===== src/rtl/dmem_arbiter.sv =====
// Two-requester (cpu/host) arbiter in front of a synchronous single-port data memory.
// The cpu has priority, and a saturating wait counter keeps the host from being starved.
module dmem_arbiter #(
  parameter int AWIDTH       = 16,
  parameter int DWIDTH       = 16,
  parameter int STARVE_LIMIT = 4
) (
  input  logic              clk,
  input  logic              rst,
  input  logic              c_req,
  input  logic              c_we,
  input  logic [AWIDTH-1:0] c_addr,
  input  logic [DWIDTH-1:0] c_wdata,
  output logic              c_gnt,
  output logic              c_rvalid,
  input  logic              h_req,
  input  logic              h_we,
  input  logic [AWIDTH-1:0] h_addr,
  input  logic [DWIDTH-1:0] h_wdata,
  output logic              h_gnt,
  output logic              h_rvalid,
  output logic [DWIDTH-1:0] rdata,
  output logic              mem_en,
  output logic              mem_we,
  output logic [AWIDTH-1:0] mem_addr,
  output logic [DWIDTH-1:0] mem_wdata,
  input  logic [DWIDTH-1:0] mem_rdata
);

  localparam logic [3:0] LP_LIMIT = 4'(STARVE_LIMIT);

  logic [3:0] r_wait_cnt;
  logic       r_rd_c;
  logic       r_rd_h;
  logic       w_host_win;
  logic       w_cpu_win;

  // Reset gates the grants so nothing reaches the memory while rst is low.
  assign w_host_win = rst & h_req & (~c_req | (r_wait_cnt == LP_LIMIT));
  assign w_cpu_win  = rst & c_req & ~w_host_win;

  assign c_gnt  = w_cpu_win;
  assign h_gnt  = w_host_win;
  assign mem_en = w_cpu_win | w_host_win;

  always_comb begin
    mem_we    = 1'b0;
    mem_addr  = '0;
    mem_wdata = '0;
    if (w_cpu_win) begin
      mem_we    = c_we;
      mem_addr  = c_addr;
      mem_wdata = c_wdata;
    end else if (w_host_win) begin
      mem_we    = h_we;
      mem_addr  = h_addr;
      mem_wdata = h_wdata;
    end
  end

  always_ff @(posedge clk or negedge rst) begin
    if (!rst) begin
      r_wait_cnt <= 4'd0;
      r_rd_c     <= 1'b0;
      r_rd_h     <= 1'b0;
    end else begin
      // A withdrawn or granted host request restarts the starvation count.
      if (h_req && !w_host_win) begin
        if (r_wait_cnt != LP_LIMIT) begin
          r_wait_cnt <= r_wait_cnt + 4'd1;
        end
      end else begin
        r_wait_cnt <= 4'd0;
      end
      r_rd_c <= w_cpu_win & ~c_we;
      r_rd_h <= w_host_win & ~h_we;
    end
  end

  assign c_rvalid = r_rd_c;
  assign h_rvalid = r_rd_h;
  assign rdata    = (r_rd_c | r_rd_h) ? mem_rdata : '0;

endmodule


===== config.mk =====
export PLATFORM = sky130hd
export DESIGN_NAME = dmem_arbiter
export DESIGN_NICKNAME = d
export VERILOG_FILES = /design/src/rtl/dmem_arbiter.sv
export SDC_FILE = /design/constraint.sdc
export NUM_CORES = 1
export LEC_CHECK = 0
export ABC_AREA = 1
export CORE_UTILIZATION = 22
export DETAILED_ROUTE_END_ITERATION = 8
export PLACE_DENSITY = 0.79
export SYNTH_ARGS = -nofsm -noshare
export SYNTH_HDL_FRONTEND = slang
export SYNTH_SLANG_ARGS = --single-unit

===== constraint.sdc =====
create_clock -name clk -period 1.6 [get_ports clk]
set_input_delay 0.32 -clock clk [delete_from_list [all_inputs] [get_ports clk]]
set_output_delay 0.32 -clock clk [all_outputs]
set_load 0.1 [all_outputs]

==> results of run 1 <==
## cells by family after synthesis
kind of cell,count (synthesis)
adder cells (fa/ha/maj),2
flip-flops,6
buffers and inverters,34
AO/OA/AOI/OAI,3
XOR/XNOR,1
AND/OR/NAND/NOR,142
## metrics by stage
step / cells / setup TNS (ns)
after global placement: 387 / -16.25
after floorplan: 188 / -8.20
## cells in the mapped netlist
library cell and number:
inv_1 23, nand3_1 33, nor2_1 26, nand3_2 1
clkinv_1 1, a21oi_4 1, ha_1 2, buf_2 4
o21ai_0 2, dfrtp_1 6, nand2_1 81, xor2_1 1
buf_6 6, nand2_2 1
==> flow_summary.yaml, run 1 <==
logic_synthesis:
  synth_top_family_by_area: "simple AND/OR/NAND/NOR gates"
  syn-num-nets: 276
  synth_area_leaders: "nand2_1 31%, nand3_1 17%, dfrtp_1 15%"
  netlist_instances: 188
  synthDistinctLibCells: 14
  yosys.area_share.simple_pct: 60.1
  synth-compound-area-share_pct: 2.71
  muxShareOfSynthArea_pct: 0
  synth_xor_area_share_pct: 0.902
  yosysWarnings: 0
  ys_ff_latch: 6
  netlist_area_um2: 971
  synthAdderAreaFrac_pct: 2.58
  yosys.area.top_type: "nand2_1"
  synth_seq_area_share_pct: 15.5
  synth_area_per_cell_um2: 5.16
  synth.top_cell.area_share_pct: 31.3
floorplan:
  start_util_pct: 23.6
  rows: 23
  die_w_um: 68.4
  die_h_um: 68.4
  ios: 140
placed_design:
  gp_congestion: 0.768
  place.port_buffers: 139
  dpl.hpwl_mm: 8.60
status:
  error_line: "[ERROR DPL-0033] detailed placement checks failed during check placement."
  outcome: "stopped before the end"
  stop_stage: "detailed placement"
==> run 2, diff against run 1 <==
Settings changed: CORE_UTILIZATION 22 to 20, PLACE_DENSITY 0.79 to default, PLACE_DENSITY_LB_ADDON from default to 0.15.
Clock period 1.6 ns to 2.1 ns, I/O delays scaled along.
==> flow_summary.yaml, run 2 <==
clocking:
  clock_latency_ns: 0.23
  h-tree-depth: 1
  postCtsHoldBufs: 0
  clock_sinks: 6
  cts.path.max_buffers: 2
  root_buffer: "clkbuf_8"
  cts_tree: "done"
  cts_buffers: 3
  clk_pin_slew_ns: 0.04
logic_synthesis:
  synth_seq_area_share_pct: 15.5
  ys_ff_latch: 6
  yosys.area.top_type: "nand2_1"
  netlist_area_um2: 971
  syn-num-nets: 276
  synth.top_cells.by_count: "81 x nand2_1, 33 x nand3_1, 26 x nor2_1"
  async_reset_ff_share_pct: 100
  synth_area_leaders: "nand2_1 31%, nand3_1 17%, dfrtp_1 15%"
  yosysMostFrequentCell: "nand2_1"
  netlist_instances: 188
  synth-edff-count: 0
  synth_ff_type: "dfrtp_1"
  synthDistinctLibCells: 14
  synth.top_cell.area_share_pct: 31.3
  synth_area_per_cell_um2: 5.16
  yosysWarnings: 0
critical_path:
  cp_slowest_stage_delay_ns: 0.38
  worstSetupEndpointType: "output pin"
  cp_common_cell: "buf_12"
  worstPathRequired_ns: 1.68
  startpoint_type: "register"
  crit_arrival_ns: 1.76
  r2r_cells: 9
  path_cells: "inv_2 > ha_4 > nand3_4 > a21oi_4 > buf_12 > clkbuf_16 > nand2_1 > nand2_2 > buf_12"
  critical_path_class: "register to output pin"
  cpMaxStageDelayCell: "dfrtp_1"
  crit_path_max_fanout: 8
final_layout:
  area_delta_synth_final_pct: 283
  layout.nets: 432
  largest_reg_flops: 4
  final_cell_mix: "82 x clkdlybuf4s50_1, 57 x buf_12, 32 x nand3_1"
  stdcell_area_um2: 3720
  drive_gt1_share_pct: 47.2
  diodes: 0
  top_register: "r_wait_cnt"
  fin_cells: 395
  layout_commonest_cell: "clkdlybuf4s50_1"
  post-route-util_pct: 82.6
flow_run:
  maxCapViolations: 0
pwr:
  powerDensity_nw_per_um2: 414
  power_frac_comb_pct: 79.3
  switching_share_pct: 50.7
  p_switching_mw: 0.782
  internal-power_mw: 0.760
  power_leakage_nw: 1.67
  vdd_drop_max_mv: 0.279
  clockPowerShare_pct: 12.0
  seq_power_share_pct: 8.7
detailed_routing:
  via_per_inst: 4.62
  vias: 1826
  drt_first_iter_violations: 65
  wl_mm: 5.96
  drc_errors: 0
  wl_per_cell_um: 15.1
  ant_nets: 0
  drt_first_pass_iters: 4
sta:
  setup_violations: 34
  skew_ns: 0.00297
  max_slew_margin_pct: 75.2
  finalHoldViolations: 0
  fin_ws_ns: -0.0781
  rsz0062_at_grt: "true"
  fin_crit_sh_pct: 104
  worst_pin_slew_ns: 0.372
  fmax_mhz: 459
  final-max-slew-violation-count: 0
  min_period_ns: 2.18
global_routing:
  grt_overflow: 0
  grt_max_degree: 35
  grt_pass1_wl_mm: 8.56
  antenna_found_initial: 0
  grt_usage_pct: 20.9
  grt_pass1_vias: 1818
floorplan:
  ios: 140
  die_area_um2: 5140
  die_w_um: 71.7
  start_util_pct: 21.6
  die_h_um: 71.7
  coreArea_um2: 4500
  rows: 24
placed_design:
  dpl.hpwl_mm: 4.17
  placed_cell_area_um2: 3290
  place_ws_ns: -0.227
  place.port_buffers: 139
  dp.cells: 380
  gp_congestion: 0.727
status:
  outcome: "finished, violations left"
  violations: "setup timing"
hold_path:
  holdCritPathClass: "input port to asynchronous set/reset pin"
## run 2: cell counts after synthesis
Identical to the previous run, type by type.
## run 2: cell type report
class | count | area [um^2]
Multi-Input combinational cell | 149 | 1190
Sequential cell | 6 | 153
Timing Repair Buffer | 160 | 2180
Clock buffer | 4 | 45.0
Inverter | 24 | 90.1
Fill cell | 267 | 783
Tap cell | 52 | 65.1
## run 2: repair_timing
| item | CTS | global route |
|---|---|---|
| resized for setup | 43 | 20 |
| cloned | 2 | 2 |
| pin swaps | 3 | 11 |
| endpoints found under the setup margin | 35 | 35 |
| setup buffers | 5 | 2 |
## run 2: cells by family after synthesis
group / Yosys count / share of synthesized area, %
AND/OR/NAND/NOR: 142 / 60.1
buffers and inverters: 34 / 18.3
flip-flops: 6 / 15.5
AO/OA/AOI/OAI: 3 / 2.71
adder cells (fa/ha/maj): 2 / 2.58
XOR/XNOR: 1 / 0.902
## run 2: final timing paths
check,startpoint,to,slack [ns]
max in group asynchronous,rst,c_rvalid,1.70
worst min-delay path,rst,r_wait_cnt[0],0.28
worst max register to register,r_wait_cnt[0],c_rvalid,0.64
min in group clk,r_wait_cnt[3],r_wait_cnt[3],0.62
worst min register to register,r_wait_cnt[3],r_wait_cnt[3],0.62
worst max-delay path,r_wait_cnt[0],mem_addr[0],-0.08
## run 2: metrics by stage
stage / hold WS, ns / TNS [ns] / power (mW)
after global placement: 0.567 / -5.13 / 1.23
final: 0.282 / -1.77 / 1.54
after global routing: 0.294 / -3.85 / 1.59
after CTS: 0.282 / -2.40 / 1.51
after floorplan: 0.124 / -0.0431 / 0.767
after detailed placement: 0.616 / -7.05 / 1.25
## run 2: critical path: cells and delay by family (launching register included)
family	cells	cell delay (ns)
compound gates	1	0.17
buf+inv	4	0.56
flops	1	0.38
fa+ha+maj	1	0.14
simple gates	3	0.27
## run 2: metal layers
| metal | vias to the layer above | track usage [%] | share of wire, % |
|---|---|---|---|
| li1 | 884 | - | - |
| met1 | 831 | 21.1 | 33 |
| met2 | 104 | 42.0 | 57 |
| met3 | 7 | 5.34 | 9.5 |
| met4 | 0 | 5.23 | 1.1 |
| met5 | - | 0 | 0 |
## run 2: power by group through the flow
stage | Sequential, mW | Clock [mW] | Combinational [mW]
detailed placement | 0.136 | 0 | 1.12
CTS | 0.134 | 0.188 | 1.18
global placement | 0.135 | 0 | 1.10
floorplan | 0.144 | 0 | 0.623
global route | 0.135 | 0.194 | 1.27
finish | 0.134 | 0.185 | 1.22
No activity file was read; power rests on OpenSTA's default activity.
==> run 3, diff against run 2 <==
Settings changed: CORE_MARGIN from default to 4, PLACE_DENSITY from default to 0.7, PLACE_DENSITY_LB_ADDON 0.15 to default.
==> flow_summary.yaml, run 3 (synthesis results as in run 2) <==
detailed_routing:
  wl_per_cell_um: 15.2
  vias: 1808
  wl_mm: 6.23
  drt_first_pass_iters: 4
  drt_first_iter_violations: 44
  via_per_inst: 4.40
  ant_nets: 0
  drc_errors: 0
status:
  outcome: "finished, violations left"
  violations: "setup timing"
floorplan:
  ios: 140
  die_w_um: 77.7
  coreArea_um2: 4720
  die_h_um: 77.7
  start_util_pct: 20.6
  rows: 25
  die_area_um2: 6030
sta:
  rsz0062_at_grt: "true"
  finalHoldViolations: 0
  min_period_ns: 2.22
  max_slew_margin_pct: 81.1
  fin_ws_ns: -0.118
  fmax_mhz: 451
  setup_violations: 34
  fin_crit_sh_pct: 106
  final-max-slew-violation-count: 0
  skew_ns: 0.00467
  worst_pin_slew_ns: 0.286
hold_path:
  holdCritPathClass: "input port to asynchronous set/reset pin"
placed_design:
  dp.cells: 393
  dpl.hpwl_mm: 4.57
  place.port_buffers: 139
  placed_cell_area_um2: 3290
  gp_congestion: 0.780
pwr:
  report.power.total_mw: 1.53
  switching_share_pct: 50.3
  clockPowerShare_pct: 11.7
  p_switching_mw: 0.772
  vdd_drop_max_mv: 0.267
  seq_power_share_pct: 8.8
  power_leakage_nw: 1.68
  internal-power_mw: 0.762
  power_frac_comb_pct: 79.6
  powerDensity_nw_per_um2: 410
critical_path:
  crit_arrival_ns: 1.80
  reg2reg_from: "r_wait_cnt[0]"
  worstSetupEndpointType: "output pin"
  cpMaxStageDelayCell: "dfrtp_1"
  crit_start: "r_wait_cnt[0]"
  critical-path-top-delay-family: "buffers and inverters"
  critical_path_class: "register to output pin"
  startpoint_type: "register"
  path_cells: "inv_2 > ha_4 > nand3_4 > buf_4 > nand2_2 > nand2_4 > buf_12 > nand3_1 > nand2_2 > buf_12"
  worstPathRequired_ns: 1.68
  path_buf_inv: 4
  cp_slowest_stage_delay_ns: 0.39
  crit_path_max_fanout: 14
final_layout:
  diodes: 0
  largest_reg_flops: 4
  top_register: "r_wait_cnt"
  fin_cells: 411
  layout_commonest_cell: "clkdlybuf4s50_1"
  area_delta_synth_final_pct: 286
  layout.nets: 434
  stdcell_area_um2: 3740
  drive_gt1_share_pct: 50.6
  final_cell_mix: "82 x clkdlybuf4s50_1, 59 x buf_12, 39 x nand2_2"
clocking:
  clock_latency_ns: 0.23
  cts_tree: "done"
  clk_pin_slew_ns: 0.04
  cts.path.max_buffers: 2
  clock_sinks: 6
  cts_buffers: 3
  h-tree-depth: 1
  root_buffer: "clkbuf_8"
  postCtsHoldBufs: 0
global_routing:
  grt_pass1_vias: 1829
  antenna_found_initial: 0
  grt_pass1_wl_mm: 8.91
  grt_overflow: 0
  grt_usage_pct: 18.8
  grt_max_degree: 25
flow_run:
  maxCapViolations: 0
==> run 3: final cells by class <==
class                      instances  area, um^2
sequential                         6         153
multi-input combinational        148        1120
inverter                          24        90.1
clock buffer                       3        41.3
timing repair buffer             163        2250
tap                               67        83.8
fill                             304         980
==> run 3: path summary, 6_finish.rpt <==
| check | cells past startpoint | slack, ns | end |
|---|---|---|---|
| max | 10 | -0.12 | mem_addr[8] |
| min | 2 | 0.27 | r_wait_cnt[3] |
| max reg2reg | 9 | 0.55 | r_wait_cnt[0] |
| min reg2reg | 3 | 0.61 | r_wait_cnt[3] |
| max in group asynchronous | 2 | 1.70 | h_rvalid |
| min in group clk | 3 | 0.61 | r_wait_cnt[3] |
==> run 3: through the flow <==
stage	setup WS, ns	utilization (%)	hold WS (ns)	TNS, ns
2_1_floorplan	-0.00479	-	0.124	-0.0431
3_3_place_gp	-0.159	69.7	0.568	-4.49
3_5_place_dp	-0.197	69.7	0.575	-5.69
4_1_cts	-0.116	75.8	0.262	-3.37
5_1_grt	-0.187	79.3	0.296	-5.86
6_report	-0.118	79.3	0.269	-3.15
==> run 3: worst reg2reg max path, stage by stage (launching register included) <==
cell and delay (ns):
dfrtp_1 0.39, inv_2 0.09, ha_4 0.15, nand3_4 0.10, buf_4 0.16, nand2_2 0.08, nand2_4 0.09, clkbuf_16 0.18
nand2_1 0.13, nor2_1 0.06
==> run 3: repair_timing <==
action,CTS,global route
resized for setup,28,31
endpoints found under the setup margin,35,35
buffers inserted,9,2
pin swaps,19,13
gates cloned,3,2
==> run 3: power by group through the flow <==
stage / clock network (mW) / logic [mW] / registers, mW
5_1_grt: 0.187 / 1.27 / 0.136
3_5_place_dp: 0 / 1.11 / 0.137
6_report: 0.179 / 1.22 / 0.134
4_1_cts: 0.184 / 1.19 / 0.134
2_1_floorplan: 0 / 0.623 / 0.144
3_3_place_gp: 0 / 1.10 / 0.135
==> run 3: layer usage <==
metal / share of wire (%) / track usage [%] / vias to the layer above
met5: 0 / 0 / -
met4: 2.0 / 6.76 / 0
met3: 7.1 / 4.29 / 10
met2: 55 / 37.6 / 92
met1: 36 / 18.5 / 821
li1: - / - / 885
